File: config.mk
export PLATFORM = sky130hd
export DESIGN_NAME = fetch_sequencer
export DESIGN_NICKNAME = d
export VERILOG_FILES = /design/src/rtl/fetch_sequencer.sv
export SDC_FILE = /design/constraint.sdc
export NUM_CORES = 1
export LEC_CHECK = 0
export BUFFER_PORTS_ARGS = -buffer_cell sky130_fd_sc_hd__buf_2
export CAP_MARGIN = 20
export CORE_ASPECT_RATIO = 0.75
export CORE_MARGIN = 5
export CORE_UTILIZATION = 25
export DETAILED_ROUTE_END_ITERATION = 7
export SYNTH_ARGS = -nofsm -noshare
export SYNTH_HDL_FRONTEND = slang
export SYNTH_SLANG_ARGS = --single-unit
File: constraint.sdc
create_clock -name clk -period 6.1 [get_ports clk]
set_input_delay 1.22 -clock clk [delete_from_list [all_inputs] [get_ports clk]]
set_output_delay 1.22 -clock clk [all_outputs]
set_load 0.02 [all_outputs]
File: src/rtl/fetch_sequencer.sv
// fetch_sequencer
//   Front-end fetch controller for the 4-wide instruction cache. Each cycle it
//   may issue one 4-word bundle read, follows the cache's 1-cycle read latency
//   and buffers the returned bundles in a small queue towards decode, which
//   uses a valid/ready handshake. A redirect flushes everything in flight and
//   restarts fetch at a new word address.
//
// Ports
//   clk                clock, every state update on its rising edge
//   rst                synchronous active-high reset (wins over redirect)
//   pc_array_flat      cache address, slot0 [59:45] .. slot3 [14:0]
//   instructions_flat  cache data, one cycle after the address, slot0 [63:48]
//   redirect_valid     restart fetch at redirect_pc
//   redirect_pc        word address of the new fetch start
//   out_valid          queue head valid
//   out_ready          decode accepts the head when out_valid & out_ready
//   out_instructions   head bundle, same slot packing as instructions_flat
//   out_pc             word address of the head's slot0
module fetch_sequencer #(
  parameter logic [14:0] RESET_PC    = 15'h0000,
  parameter int unsigned QUEUE_DEPTH = 2
) (
  input  logic        clk,
  input  logic        rst,
  output logic [59:0] pc_array_flat,
  input  logic [63:0] instructions_flat,
  input  logic        redirect_valid,
  input  logic [14:0] redirect_pc,
  output logic        out_valid,
  input  logic        out_ready,
  output logic [63:0] out_instructions,
  output logic [14:0] out_pc
);

  localparam int unsigned PTR_W = (QUEUE_DEPTH > 1) ? $clog2(QUEUE_DEPTH) : 1;
  localparam int unsigned CNT_W = $clog2(QUEUE_DEPTH + 1);
  localparam int unsigned OCC_W = CNT_W + 1;

  localparam logic [PTR_W-1:0] PTR_LAST  = PTR_W'(QUEUE_DEPTH - 1);
  localparam logic [OCC_W-1:0] OCC_LIMIT = OCC_W'(QUEUE_DEPTH);
  localparam logic [CNT_W-1:0] CNT_FULL  = CNT_W'(QUEUE_DEPTH);

  // Fetch-side state
  logic [14:0]      fetch_pc_q, fetch_pc_d;
  logic             inflight_q, inflight_d;
  logic [14:0]      issue_pc_q, issue_pc_d;

  // Bundle queue state
  logic [CNT_W-1:0] count_q, count_d;
  logic [PTR_W-1:0] rd_ptr_q, rd_ptr_d;
  logic [PTR_W-1:0] wr_ptr_q, wr_ptr_d;
  logic [63:0]      q_data_q [QUEUE_DEPTH];
  logic [63:0]      q_data_d [QUEUE_DEPTH];
  logic [14:0]      q_pc_q   [QUEUE_DEPTH];
  logic [14:0]      q_pc_d   [QUEUE_DEPTH];

  // Handshake / control
  logic             deq;
  logic             enq;
  logic             issue;
  logic [OCC_W-1:0] occupancy;

  function automatic logic [PTR_W-1:0] ptr_inc(input logic [PTR_W-1:0] p);
    return (p == PTR_LAST) ? '0 : p + PTR_W'(1);
  endfunction

  // --------------------------------------------------------------------------
  // Control decode
  // --------------------------------------------------------------------------
  // Occupancy counts queued bundles plus the one returning next edge, minus the
  // one leaving this cycle. Issuing only while it is below the depth guarantees
  // every return finds a free slot, so no return ever needs to be stalled.
  always_comb begin
    deq       = out_valid & out_ready;
    enq       = inflight_q & ~rst & ~redirect_valid;
    occupancy = {1'b0, count_q} + OCC_W'(inflight_q) - OCC_W'(deq);
    issue     = ~rst & ~redirect_valid & (occupancy < OCC_LIMIT);
  end

  // --------------------------------------------------------------------------
  // State register
  // --------------------------------------------------------------------------
  always_ff @(posedge clk) begin
    if (rst) begin
      fetch_pc_q <= RESET_PC;
      inflight_q <= 1'b0;
      issue_pc_q <= RESET_PC;
      count_q    <= '0;
      rd_ptr_q   <= '0;
      wr_ptr_q   <= '0;
    end else begin
      fetch_pc_q <= fetch_pc_d;
      inflight_q <= inflight_d;
      issue_pc_q <= issue_pc_d;
      count_q    <= count_d;
      rd_ptr_q   <= rd_ptr_d;
      wr_ptr_q   <= wr_ptr_d;
    end
  end

  // Queue storage carries no reset; count_q alone decides what is valid.
  always_ff @(posedge clk) begin
    q_data_q <= q_data_d;
    q_pc_q   <= q_pc_d;
  end

  // The issue rule makes an enqueue into a full queue impossible.
  always_ff @(posedge clk) begin
    if (enq && !deq) begin
      assert (count_q != CNT_FULL)
        else $error("fetch_sequencer: bundle queue overflow");
    end
  end

  // --------------------------------------------------------------------------
  // Next-state logic
  // --------------------------------------------------------------------------
  always_comb begin
    fetch_pc_d = fetch_pc_q;
    inflight_d = 1'b0;
    issue_pc_d = issue_pc_q;
    count_d    = count_q;
    rd_ptr_d   = rd_ptr_q;
    wr_ptr_d   = wr_ptr_q;
    q_data_d   = q_data_q;
    q_pc_d     = q_pc_q;

    if (rst) begin
      fetch_pc_d = RESET_PC;
      count_d    = '0;
      rd_ptr_d   = '0;
      wr_ptr_d   = '0;
    end else if (redirect_valid) begin
      // Flush: the queue empties and inflight_d stays 0, so whatever the cache
      // returns next cycle is ignored.
      fetch_pc_d = redirect_pc;
      count_d    = '0;
      rd_ptr_d   = '0;
      wr_ptr_d   = '0;
    end else begin
      if (issue) begin
        fetch_pc_d = fetch_pc_q + 15'd4;
        inflight_d = 1'b1;
        issue_pc_d = fetch_pc_q;
      end
      if (enq) begin
        q_data_d[wr_ptr_q] = instructions_flat;
        q_pc_d[wr_ptr_q]   = issue_pc_q;
        wr_ptr_d           = ptr_inc(wr_ptr_q);
      end
      if (deq) begin
        rd_ptr_d = ptr_inc(rd_ptr_q);
      end
      count_d = count_q + CNT_W'(enq) - CNT_W'(deq);
    end
  end

  // --------------------------------------------------------------------------
  // Outputs
  // --------------------------------------------------------------------------
  // Each slot wraps mod 2^15 on its own, so a bundle may straddle 7FFF->0000.
  always_comb begin
    pc_array_flat    = {fetch_pc_q,
                        fetch_pc_q + 15'd1,
                        fetch_pc_q + 15'd2,
                        fetch_pc_q + 15'd3};
    out_valid        = (count_q != '0);
    out_instructions = q_data_q[rd_ptr_q];
    out_pc           = q_pc_q[rd_ptr_q];
  end

endmodule

== Word level (Yosys, flattened, before mapping) ==
Index checks and enable logic that the tools add are counted.

* Register bits after elaboration: 193
* Bits of input ports: 83
* Output and inout port bits: 140
* Word-level logic and storage cells: 56

* $add $sub $neg: 10
* Magnitude comparators: 4
* Multiplexer cells: 17
* Bitwise logic cells: 9
* Reductions and logical operators: 6

{| class="wikitable"
|+ Operator list
! kind !! count
|-
| 2-to-1 mux 64 bit || 4
|-
| bitwise mux 128 bit || 1
|-
| 2-to-1 mux 15 bit || 6
|-
| demux 64 bit (select 1 bit) || 1
|-
| adder 15 x 2 -> 15 bit, second input constant || 2
|-
| bitwise mux 30 bit || 1
|-
| adder 15 x 1 -> 15 bit, second input constant || 1
|-
| adder 15 x 3 -> 15 bit, second input constant || 1
|-
| demux 15 bit (select 1 bit) || 1
|-
| bitwise AND 1 bit || 5
|-
| >= comparator 2 bit, second input constant || 2
|-
| NOT 1 -> 2 bit || 2
|-
| nonzero test 2 bit || 2
|-
| adder 2 x 1 -> 3 bit || 1
|-
| < comparator 3 x 2 -> 1 bit, second input constant || 1
|-
| 2-to-1 mux 1 bit || 3
|-
| AND reduction 3 bit || 1
|-
| subtractor 3 x 1 -> 3 bit || 1
|-
| adder 1 bit, second input constant || 2
|-
| adder 2 x 1 -> 2 bit || 1
|-
| < comparator 2 x 1 -> 1 bit, second input constant || 1
|-
| NOT 1 bit || 2
|-
| AND reduction 2 bit || 1
|-
| OR reduction 2 bit || 1
|-
| other kinds (2) || 2
|}

== Longest topological paths before layout ==
Gate-level depths: netlist (run 1).

* Word-level depth: 7
* Depth in mapped cells: 9
* Mapped depth without buffers: 8

== Worst setup path after synthesis (run 1) ==
No wires, ideal clock.

* Path kind: input to register
* Start point: input redirect_valid
* End point: register q_data_q[100] (netlist name), enable pin
* Setup time: 517 ps
* Data arrival time: 4862 ps
* Data required time: 5583 ps
* Path slack: 721 ps
* Stages on the path: 3
* Path buffers: 0
* Cells stage by stage: nor2_1 > nand2_1 > nor2_1

* Longest elaborated chain between the ends: 3

{| class="wikitable"
|+ Ends and longest elaborated chain
! item !! line !! text
|-
| from (decl) || 27 || <nowiki>input logic redirect_valid,</nowiki>
|-
| NOT 1 bit (no source line) (*) || - ||
|-
| bitwise AND 1 bit || 75 || <nowiki>enq = inflight_q & ~rst & ~redirect_valid;</nowiki>
|-
| AND reduction 3 bit (no source line) (*) || - ||
|-
| to (signal assigned) || 103 || <nowiki>q_data_q <= q_data_d;</nowiki>
|-
| to (decl) || 52 || <nowiki>logic [63:0] q_data_q [QUEUE_DEPTH];</nowiki>
|}

Mark *: on every way between the ends. The rest lies on a longest branch, timed or not.
A chain may end at the register's enable or synchronous reset.

== Final worst setup path (run 1) ==
* Start point: register fetch_pc_q[3]
* End point: output pc_array_flat[14]

* Longest elaborated chain between the ends: 1

{| class="wikitable"
|+ Ends and longest elaborated chain
! item !! line !! text
|-
| from (decl) || 44 || <nowiki>logic [14:0] fetch_pc_q, fetch_pc_d;</nowiki>
|-
| from (signal assigned) || 92 || <nowiki>fetch_pc_q <= fetch_pc_d;</nowiki>
|-
| adder 15 x 2 -> 15 bit || 166 || <nowiki>fetch_pc_q + 15'd3};</nowiki>
|-
| to (decl) || 25 || <nowiki>output logic [59:0] pc_array_flat,</nowiki>
|}

No other way between the ends.

==> out/results.md, run 1 <==
| Result | Value | Unit |
| --- | --- | --- |
| PD cells | 274 | mW/mm² |
| Final number of setup-violating endpoints | 0 | - |
| Number of top-level pins | 223 | - |
| Detail Route Antenna Nets | 0 | - |
| Root Buffer Master | sky130_fd_sc_hd__clkbuf_16 | - |
| EDFF count, synth | 158 | - |
| TritonCTS sink count | 193 | - |
| Inst Count DP | 1,138 | - |
| Overall die height | 165 | µm |
| Data required time at the worst endpoint | 4.88 | ns |
| Worst Clk Skew | 0.00747 | ns |
| Post-synthesis net count | 632 | - |
| Fraction of synthesized cell area taken by the top area cell type | 59.5 | % |
| First-pass GRT wire length | 29.5 | mm |
| Number of clock buffers inserted by TritonCTS | 17 | - |
| Portion of the post-synthesis area used by sequential elements | 68.3 | % |
| Antenna Diode Count | 0 | - |
| Mux cell area share after synthesis | 11.4 | % |
| Hold Crit Class | reg -> reg | - |
| Vias per Instance | 4.27 | - |
| Data arrival at the endpoint of the critical path | 2.81 | ns |
| RD Place Congestion | 0.778 | - |
| GRT Residual Overflow | 0 | - |
| Netlist area before placement | 0.00797 | mm² |
| Largest family of logic cells by synthesized area | multiplexers | - |
| Final clock period utilization by the worst path | 66.1 | % |
| Fraction of registers with async set or reset after synthesis | 0 | % |
| Top cells by area, synth | sky130_fd_sc_hd__edfxtp_1 60%, sky130_fd_sc_hd__mux2_2 11%, sky130_fd_sc_hd__dfxtp_1 8.8%, sky130_fd_sc_hd__nand2_1 2.5%, sky130_fd_sc_hd__xnor2_1 2.4% | - |
| Unrepaired setup endpoints after global routing | false | - |
| Least-Margin Pin Slew | 0.992 | ns |
| Length of the first detailed-routing pass in iterations | 4 | - |
| Latest clock arrival within the worst-skew pair | 0.44 | ns |
| Post-synthesis register bit count | 193 | - |
| Count of buffers from port buffering | 222 | - |
| Detailed router's first-iteration violation count | 269 | - |
| Most used standard cell by instance count after synthesis | sky130_fd_sc_hd__edfxtp_1 | - |
| Area inside the core boundary | 0.0314 | mm² |
| Number of nets in the layout | 841 | - |
| Effective utilization at floorplan | 25.4 | % |
| Number of gates resized after cts | 0 | - |
| Layout Cells excl Fill | 1,170 | - |
| Post-CTS Repair Setup Buffers | 0 | - |
| Synth cell count leaders | 158 x sky130_fd_sc_hd__edfxtp_1, 79 x sky130_fd_sc_hd__mux2_2, 53 x sky130_fd_sc_hd__nand2_1 | - |
| Leakage | 3.80 | nW |
| Normalized max-slew margin | 33.7 | % |
| Total Negative Setup Slacks | 0 | ns |
| Worst VDD drop | 0.162 | mV |
| Die Span X | 216 | µm |
| Reg clk slew, reported paths | 0.07 | ns |
| Number of pins exceeding their max-slew limit in the final report | 0 | - |
| Most used flip-flop cell after synthesis | sky130_fd_sc_hd__edfxtp_1 | - |
| Post-Synth XOR/XNOR Area | 4.93 | % |
| Detailed Route WL | 19.4 | mm |
| Synth warnings | 0 | - |
| Worst-path maximum fanout | 11 | - |
| Post-cts hold buffer count | 0 | - |
| DRC violation count after routing | 0 | - |
| Critical Setup Path Class | reg -> out | - |
| Run status | finished clean | - |
| Die Area | 0.0356 | mm² |
| Maximum number of pins on one net before global-route repair | 51 | - |
| Count of distinct cell types in the synthesized netlist | 45 | - |
| Htree depth | 4 | - |
| Max cap viols | 0 | - |
| Adder-cell share of the synthesized area | 1.19 | % |
| Kind of capture point of the worst setup path | output pin | - |
| Routed via count | 4,993 | - |
| Gr usage total | 10.9 | % |
| Tmin final | 4.03 | ns |
| Most area-hungry cell type in the Yosys netlist | sky130_fd_sc_hd__edfxtp_1 | - |
| Compound-Gate Fraction of Synth Area | 3.86 | % |
| P&R area growth vs syn | 25.9 | % |
| Highest achievable clock rate | 248 | MHz |
| Number of global-route vias before repair | 5,122 | - |
| Post-synthesis area per instance | 14.7 | µm² |
| Share of layout cells above drive strength 1 | 44.9 | % |
| Row count | 56 | - |
| Area fraction in and, or, nand and nor cells after synthesis | 7.66 | % |
| Type of origin of the critical path | flip-flop | - |
| Routed WL per cell | 16.6 | µm |
| Syn Inst Count | 542 | - |
| Hold Vio Cnt, Final | 0 | - |
| Clock Path Buffers | 2 | - |
| Number of antenna violations at the first check in global routing | 1 | - |
| TritonCTS clock tree | yes | - |
| Filler cell count | 3,150 | - |
| DPL Wire Length | 13.7 | mm |
==> per-stage QoR <==
stage / setup slack, ns / area [µm²] / power [mW] / hold WS [ns] / util, %
6_report: 2.07 / 10000 / 2.75 / 0.455 / 32.0
3_3_place_gp: 2.33 / 9470 / 1.69 / 0.435 / 30.2
2_1_floorplan: 0.721 / 7970 / 1.61 / 0.425 / -
5_1_grt: 1.80 / 10000 / 2.86 / 0.477 / 32.0
3_5_place_dp: 2.31 / 9470 / 1.70 / 0.437 / 30.2
4_1_cts: 2.02 / 10000 / 2.79 / 0.454 / 32.0
==> registers in the layout, summed over array words and instances (netlist names) <==
signal / cells
q_data_q: 128
q_pc_q: 30
fetch_pc_q: 15
issue_pc_q: 15
count_q: 2
inflight_q: 1
rd_ptr_q: 1
wr_ptr_q: 1
==> critical path, stage by stage, from the launching register on <==
cell and delay (ns):
sky130_fd_sc_hd__dfxtp_1 0.67, sky130_fd_sc_hd__ha_1 0.43, sky130_fd_sc_hd__and3_1 0.38, sky130_fd_sc_hd__and4_1 0.39
sky130_fd_sc_hd__nor2b_1 0.19, sky130_fd_sc_hd__xnor2_1 0.13, sky130_fd_sc_hd__buf_2 0.18
==> per-layer routing <==
metal	global-route usage [%]	wire length [µm]	vias to the layer above
li1	-	-	2401
met1	14.2	9040	2449
met2	17.1	9050	123
met3	4.01	1120	18
met4	3.06	208	2
met5	0	13	-
==> cells by family after synthesis <==
| group | after synthesis |
|---|---|
| and+or+nand+nor | 123 |
| AOI/OAI and AO/OA | 49 |
| DFF | 193 |
| xor gates and xnor gates | 44 |
| buffers and inverters | 45 |
| adders and majority gates | 7 |
| muxes | 81 |
==> layout by cell type, fill, tap and decap left out, types with 3 or more instances in the layout <==
cell / count
sky130_fd_sc_hd__xor2_1: 21
sky130_fd_sc_hd__nor3_1: 6
sky130_fd_sc_hd__nor2_1: 22
sky130_fd_sc_hd__and3_1: 5
sky130_fd_sc_hd__clkinvlp_4: 3
sky130_fd_sc_hd__clkbuf_16: 17
sky130_fd_sc_hd__nand2_1: 53
sky130_fd_sc_hd__dfxtp_1: 34
sky130_fd_sc_hd__a21oi_1: 23
sky130_fd_sc_hd__clkinv_1: 4
sky130_fd_sc_hd__o211ai_1: 3
sky130_fd_sc_hd__a31oi_1: 7
sky130_fd_sc_hd__and2_1: 5
sky130_fd_sc_hd__o311ai_1: 4
sky130_fd_sc_hd__or4_1: 6
sky130_fd_sc_hd__buf_2: 222
sky130_fd_sc_hd__o21ai_0: 3
sky130_fd_sc_hd__ha_1: 6
sky130_fd_sc_hd__edfxtp_1: 158
sky130_fd_sc_hd__inv_1: 9
sky130_fd_sc_hd__nand4_1: 5
sky130_fd_sc_hd__nand3_1: 5
sky130_fd_sc_hd__mux2_2: 79
sky130_fd_sc_hd__nor2b_1: 3
sky130_fd_sc_hd__xnor2_1: 22
==> final cells by class <==
class                   count  area (µm²)  share of cell area, %
multi-input cells         304        2330                   23.2
clock inverters            14         138                   1.37
well taps                 406         508                   5.06
inverters                  10        37.5                  0.374
clock buffers              18         429                   4.28
repair buffers            225        1150                   11.4
flip-flops and latches    193        5450                   54.3
==> where the power goes <==
| part | internal (mW) | switching, mW | leakage (nW) |
|---|---|---|---|
| logic | 0.0740 | 0.119 | 1.81 |
| clock network | 0.600 | 0.479 | 0.267 |
| registers | 1.44 | 0.0290 | 1.72 |
==> final timing paths <==
| path | start | slack [ns] | depth (start not counted) | to |
|---|---|---|---|---|
| worst max-delay path | fetch_pc_q[3] | 2.07 | 6 | pc_array_flat[14] |
| worst min-delay path | issue_pc_q[12] | 0.46 | 0 | q_pc_q[27] |
| worst max register to register | count_q[1] | 3.07 | 8 | fetch_pc_q[5] |
| worst min register to register | issue_pc_q[12] | 0.46 | 0 | q_pc_q[27] |
No activity file was read; power rests on OpenSTA's default activity.
==> run 2, diff against run 1 <==
--- a/config.mk
+++ b/config.mk
@@ -5,6 +5,7 @@
 export SDC_FILE = /design/constraint.sdc
 export NUM_CORES = 1
 export LEC_CHECK = 0
+export ABC_AREA = 1
 export BUFFER_PORTS_ARGS = -buffer_cell sky130_fd_sc_hd__buf_2
 export CAP_MARGIN = 20
 export CORE_ASPECT_RATIO = 0.75
==> constraint.sdc (replaced) <==
create_clock -name clk -period 4 [get_ports clk]
set_input_delay 0.8 -clock clk [delete_from_list [all_inputs] [get_ports clk]]
set_output_delay 0.8 -clock clk [all_outputs]
set_load 0.02 [all_outputs]
==> out/results.md, run 2 <==
| Result | Value | Unit | vs previous |
| --- | --- | --- | --- |
| Number of flip-flops in the largest register | 128 | - | unchanged |
| Reg with most FFs | q_data_q | - |  |
| DRC violation count after routing | 0 | - | unchanged |
| Effective utilization at floorplan | 25.5 | % | +0.11 points |
| Area fraction in and, or, nand and nor cells after synthesis | 19.4 | % | +12 points |
| Worst-path maximum fanout | 14 | - | +3 |
| Antenna Diode Count | 0 | - | unchanged |
| Data arrival at the endpoint of the critical path | 2.55 | ns | -0.26 ns |
| Post-cts hold buffer count | 0 | - | unchanged |
| Top cells by area, synth | sky130_fd_sc_hd__edfxtp_1 59%, sky130_fd_sc_hd__nand2_1 15%, sky130_fd_sc_hd__dfxtp_1 8.7%, sky130_fd_sc_hd__xor2_1 3.1%, sky130_fd_sc_hd__nor2_1 2.0% | - |  |
| Run status | finished clean | - |  |
| Max cap viols | 0 | - | unchanged |
| EDFF count, synth | 158 | - | unchanged |
| Worst setup timing slack at the placement stage | 0.914 | ns | -1.40 ns |
| Area inside the core boundary | 0.0315 | mm² | +0.22% |
| DPL Wire Length | 15.4 | mm | +12% |
| Htree depth | 4 | - | unchanged |
| Fraction of synthesized cell area taken by the top area cell type | 59.1 | % | -0.38 points |
| Post-synthesis register bit count | 193 | - | unchanged |
| Number of antenna violations at the first check in global routing | 1 | - | unchanged |
| Least-Margin Pin Slew | 0.968 | ns | -0.0235 ns |
| Cell area after placement | 0.00954 | mm² | +0.79% |
| TritonCTS sink count | 193 | - | unchanged |
| Worst Clk Skew | 0.00713 | ns | -0.000342 ns |
| RD Place Congestion | 0.865 | - | +11% |
| Overall die height | 165 | µm | +0.30% |
| Type of origin of the critical path | flip-flop | - |  |
| Detailed Route WL | 22.3 | mm | +15% |
| Reg clk slew, reported paths | 0.07 | ns | about the same |
| Critical Setup Path Class | reg -> out | - |  |
| Portion of the post-synthesis area used by sequential elements | 67.9 | % | -0.44 points |
| Number of pins exceeding their max-slew limit in the final report | 0 | - | unchanged |
| Largest family of logic cells by synthesized area | simple AND/OR/NAND/NOR gates | - |  |
| TritonCTS clock tree | yes | - |  |
| Unrepaired setup endpoints after global routing | false | - |  |
| Worst VDD drop | 0.273 | mV | +69% |
| Highest-count cells in the layout ignoring fill and taps | 326 x sky130_fd_sc_hd__nand2_1, 222 x sky130_fd_sc_hd__buf_2, 158 x sky130_fd_sc_hd__edfxtp_1, 41 x sky130_fd_sc_hd__nor2_1, 34 x sky130_fd_sc_hd__dfxtp_1 | - |  |
| Tmin final | 3.35 | ns |  |
| Row count | 56 | - | unchanged |
| Total Negative Setup Slacks | 0 | ns | unchanged |
| Post-CTS Repair Setup Buffers | 0 | - | unchanged |
| Hold Vio Cnt, Final | 0 | - | unchanged |
| PnR Total Power | 4.22 | mW | +54% |
| Post-route worst setup slack | 0.652 | ns | -1.42 ns |
| Count of buffers from port buffering | 222 | - | unchanged |
| Registers with the highest flip-flop counts | q_data_q: 128 flops, q_pc_q: 30 flops | - |  |
| Hold Crit Class | reg -> reg | - |  |
| Maximum number of pins on one net before global-route repair | 82 | - | +61% |
| Die Area | 0.0358 | mm² | +0.61% |
| Count of distinct cell types in the synthesized netlist | 30 | - | -33% |
| Most area-hungry cell type in the Yosys netlist | sky130_fd_sc_hd__edfxtp_1 | - |  |
| Clock Path Buffers | 2 | - | unchanged |
| Number of global-route vias before repair | 5,766 | - | +13% |
| Number of top-level pins | 223 | - | unchanged |
| Adder-cell share of the synthesized area | 1.19 | % | -0.0076 points |
| Inst Count DP | 1,362 | - | +20% |
| Normalized max-slew margin | 35.5 | % | +1.7 points |
| Post-Synth XOR/XNOR Area | 3.49 | % | -1.4 points |
| Final std cell area, no fill | 0.0101 | mm² | +0.61% |
| Netlist area before placement | 0.00802 | mm² | +0.64% |
| Kind of capture point of the worst setup path | output pin | - |  |
| Die Span X | 217 | µm | +0.31% |
| Mux cell area share after synthesis | 0 | % | -11 points |
| Routed via count | 5,999 | - | +20% |
| Leakage | 4.32 | nW | +14% |
| Detailed router's first-iteration violation count | 370 | - | +38% |
| Final clock period utilization by the worst path | 83.7 | % |  |
| Post-synthesis area per instance | 10.5 | µm² | -29% |
| Fraction of registers with async set or reset after synthesis | 0 | % | unchanged |
| Latest clock arrival within the worst-skew pair | 0.44 | ns | about the same |
| Syn Inst Count | 766 | - | +41% |
| Gr usage total | 12.2 | % | +1.4 points |
| Number of gates resized after cts | 0 | - | unchanged |
| Detail Route Antenna Nets | 0 | - | unchanged |
| Root Buffer Master | sky130_fd_sc_hd__clkbuf_16 | - |  |
| Number of nets in the layout | 1,065 | - | +27% |
| Filler cell count | 3,232 | - | +2.6% |
| Compound-Gate Fraction of Synth Area | 4.09 | % | +0.22 points |
| Synth cell count leaders | 326 x sky130_fd_sc_hd__nand2_1, 158 x sky130_fd_sc_hd__edfxtp_1, 43 x sky130_fd_sc_hd__nor2_1 | - |  |
| Highest achievable clock rate | 299 | MHz |  |
| Layout Cells excl Fill | 1,393 | - | +19% |
| Final number of setup-violating endpoints | 0 | - | unchanged |
| First-pass GRT wire length | 33.9 | mm | +15% |
| GRT Residual Overflow | 0 | - | unchanged |
| Share of layout cells above drive strength 1 | 27.4 | % | -18 points |
| Data required time at the worst endpoint | 3.20 | ns | -1.68 ns |
| Most used flip-flop cell after synthesis | sky130_fd_sc_hd__edfxtp_1 | - |  |
| Routed WL per cell | 16.0 | µm | -3.7% |
| Most used standard cell by instance count after synthesis | sky130_fd_sc_hd__nand2_1 | - |  |
| Leading cell type in the layout, fill and taps excluded | sky130_fd_sc_hd__nand2_1 | - |  |
| Length of the first detailed-routing pass in iterations | 5 | - | +1 |
| Vias per Instance | 4.31 | - | +0.91% |
| Number of clock buffers inserted by TritonCTS | 17 | - | unchanged |
| PD cells | 418 | mW/mm² | +53% |
| Synth warnings | 0 | - | unchanged |
| Post-synthesis net count | 856 | - | +35% |
| P&R area growth vs syn | 25.9 | % | about the same |
## run 2: cell types whose count changed in the layout (fill, tap and decap cells not counted), sizes merged, moves of 14 or more
| cell | delta |
|---|---|
| nor2 | +24 |
| nand3 | +14 |
| o21ai | +25 |
| mux2 | -79 |
| nand2 | +275 |
| inv | +29 |
| xnor2 | -19 |
## run 2: layer usage
metal  vias up  wire length [µm]  share of wire [%]  global-route usage (%)
li1       2929                 -                  -                       -
met1      2824             10800                 48                    17.5
met2       226              9700                 44                    18.4
met3        18              1620                7.3                    3.83
met4         2               182               0.82                    2.56
met5         -                13              0.058                       0
## run 2: report_power, final
group / internal (mW) / leakage [nW] / switching, mW
Sequential: 2.21 / 1.72 / 0.0429
Clock: 0.815 / 0.263 / 0.803
Combinational: 0.117 / 2.34 / 0.234
## run 2: kinds of logic (layout without fill, tap and decap cells)
group / Yosys count / count (layout)
AO/OA/AOI/OAI: 61 / 61
XOR/XNOR: 32 / 32
AND/OR/NAND/NOR: 400 / 400
buffers and inverters: 73 / 294
adder cells (fa/ha/maj): 7 / 7
flip-flops: 193 / 193
## run 2: area by class of cell
| type | instances | area (µm²) | share of cell area [%] |
|---|---|---|---|
| Tap cell | 406 | 508 | 5.03 |
| Multi-Input combinational cell | 500 | 2270 | 22.5 |
| Clock inverter | 14 | 128 | 1.26 |
| Clock buffer | 17 | 425 | 4.21 |
| Timing Repair Buffer | 228 | 1180 | 11.7 |
| Inverter | 35 | 131 | 1.30 |
| Sequential cell | 193 | 5450 | 54.0 |
## run 2: metrics by stage
step / utilization, % / hold WS (ns)
floorplan: - / 0.420
global placement: 30.3 / 0.448
detailed placement: 30.3 / 0.440
CTS: 32.1 / 0.468
global route: 32.1 / 0.488
finish: 32.1 / 0.468
## run 2: path summary, 6_finish.rpt
kind | start | to | slack (ns) | cells after the start
worst min register to register | issue_pc_q[6] | q_pc_q[21] | 0.47 | 0
worst max-delay path | fetch_pc_q[1] | pc_array_flat[10] | 0.65 | 7
worst max register to register | count_q[1] | fetch_pc_q[7] | 1.26 | 13
worst min-delay path | issue_pc_q[6] | q_pc_q[21] | 0.47 | 0
## run 2: critical path, stage by stage (launching register included)
cell and delay, ns:
sky130_fd_sc_hd__dfxtp_1 0.65, sky130_fd_sc_hd__inv_1 0.30, sky130_fd_sc_hd__ha_1 0.37, sky130_fd_sc_hd__nor2_1 0.20
sky130_fd_sc_hd__nand2_1 0.11, sky130_fd_sc_hd__nor2_1 0.13, sky130_fd_sc_hd__xor2_1 0.17, sky130_fd_sc_hd__buf_2 0.19
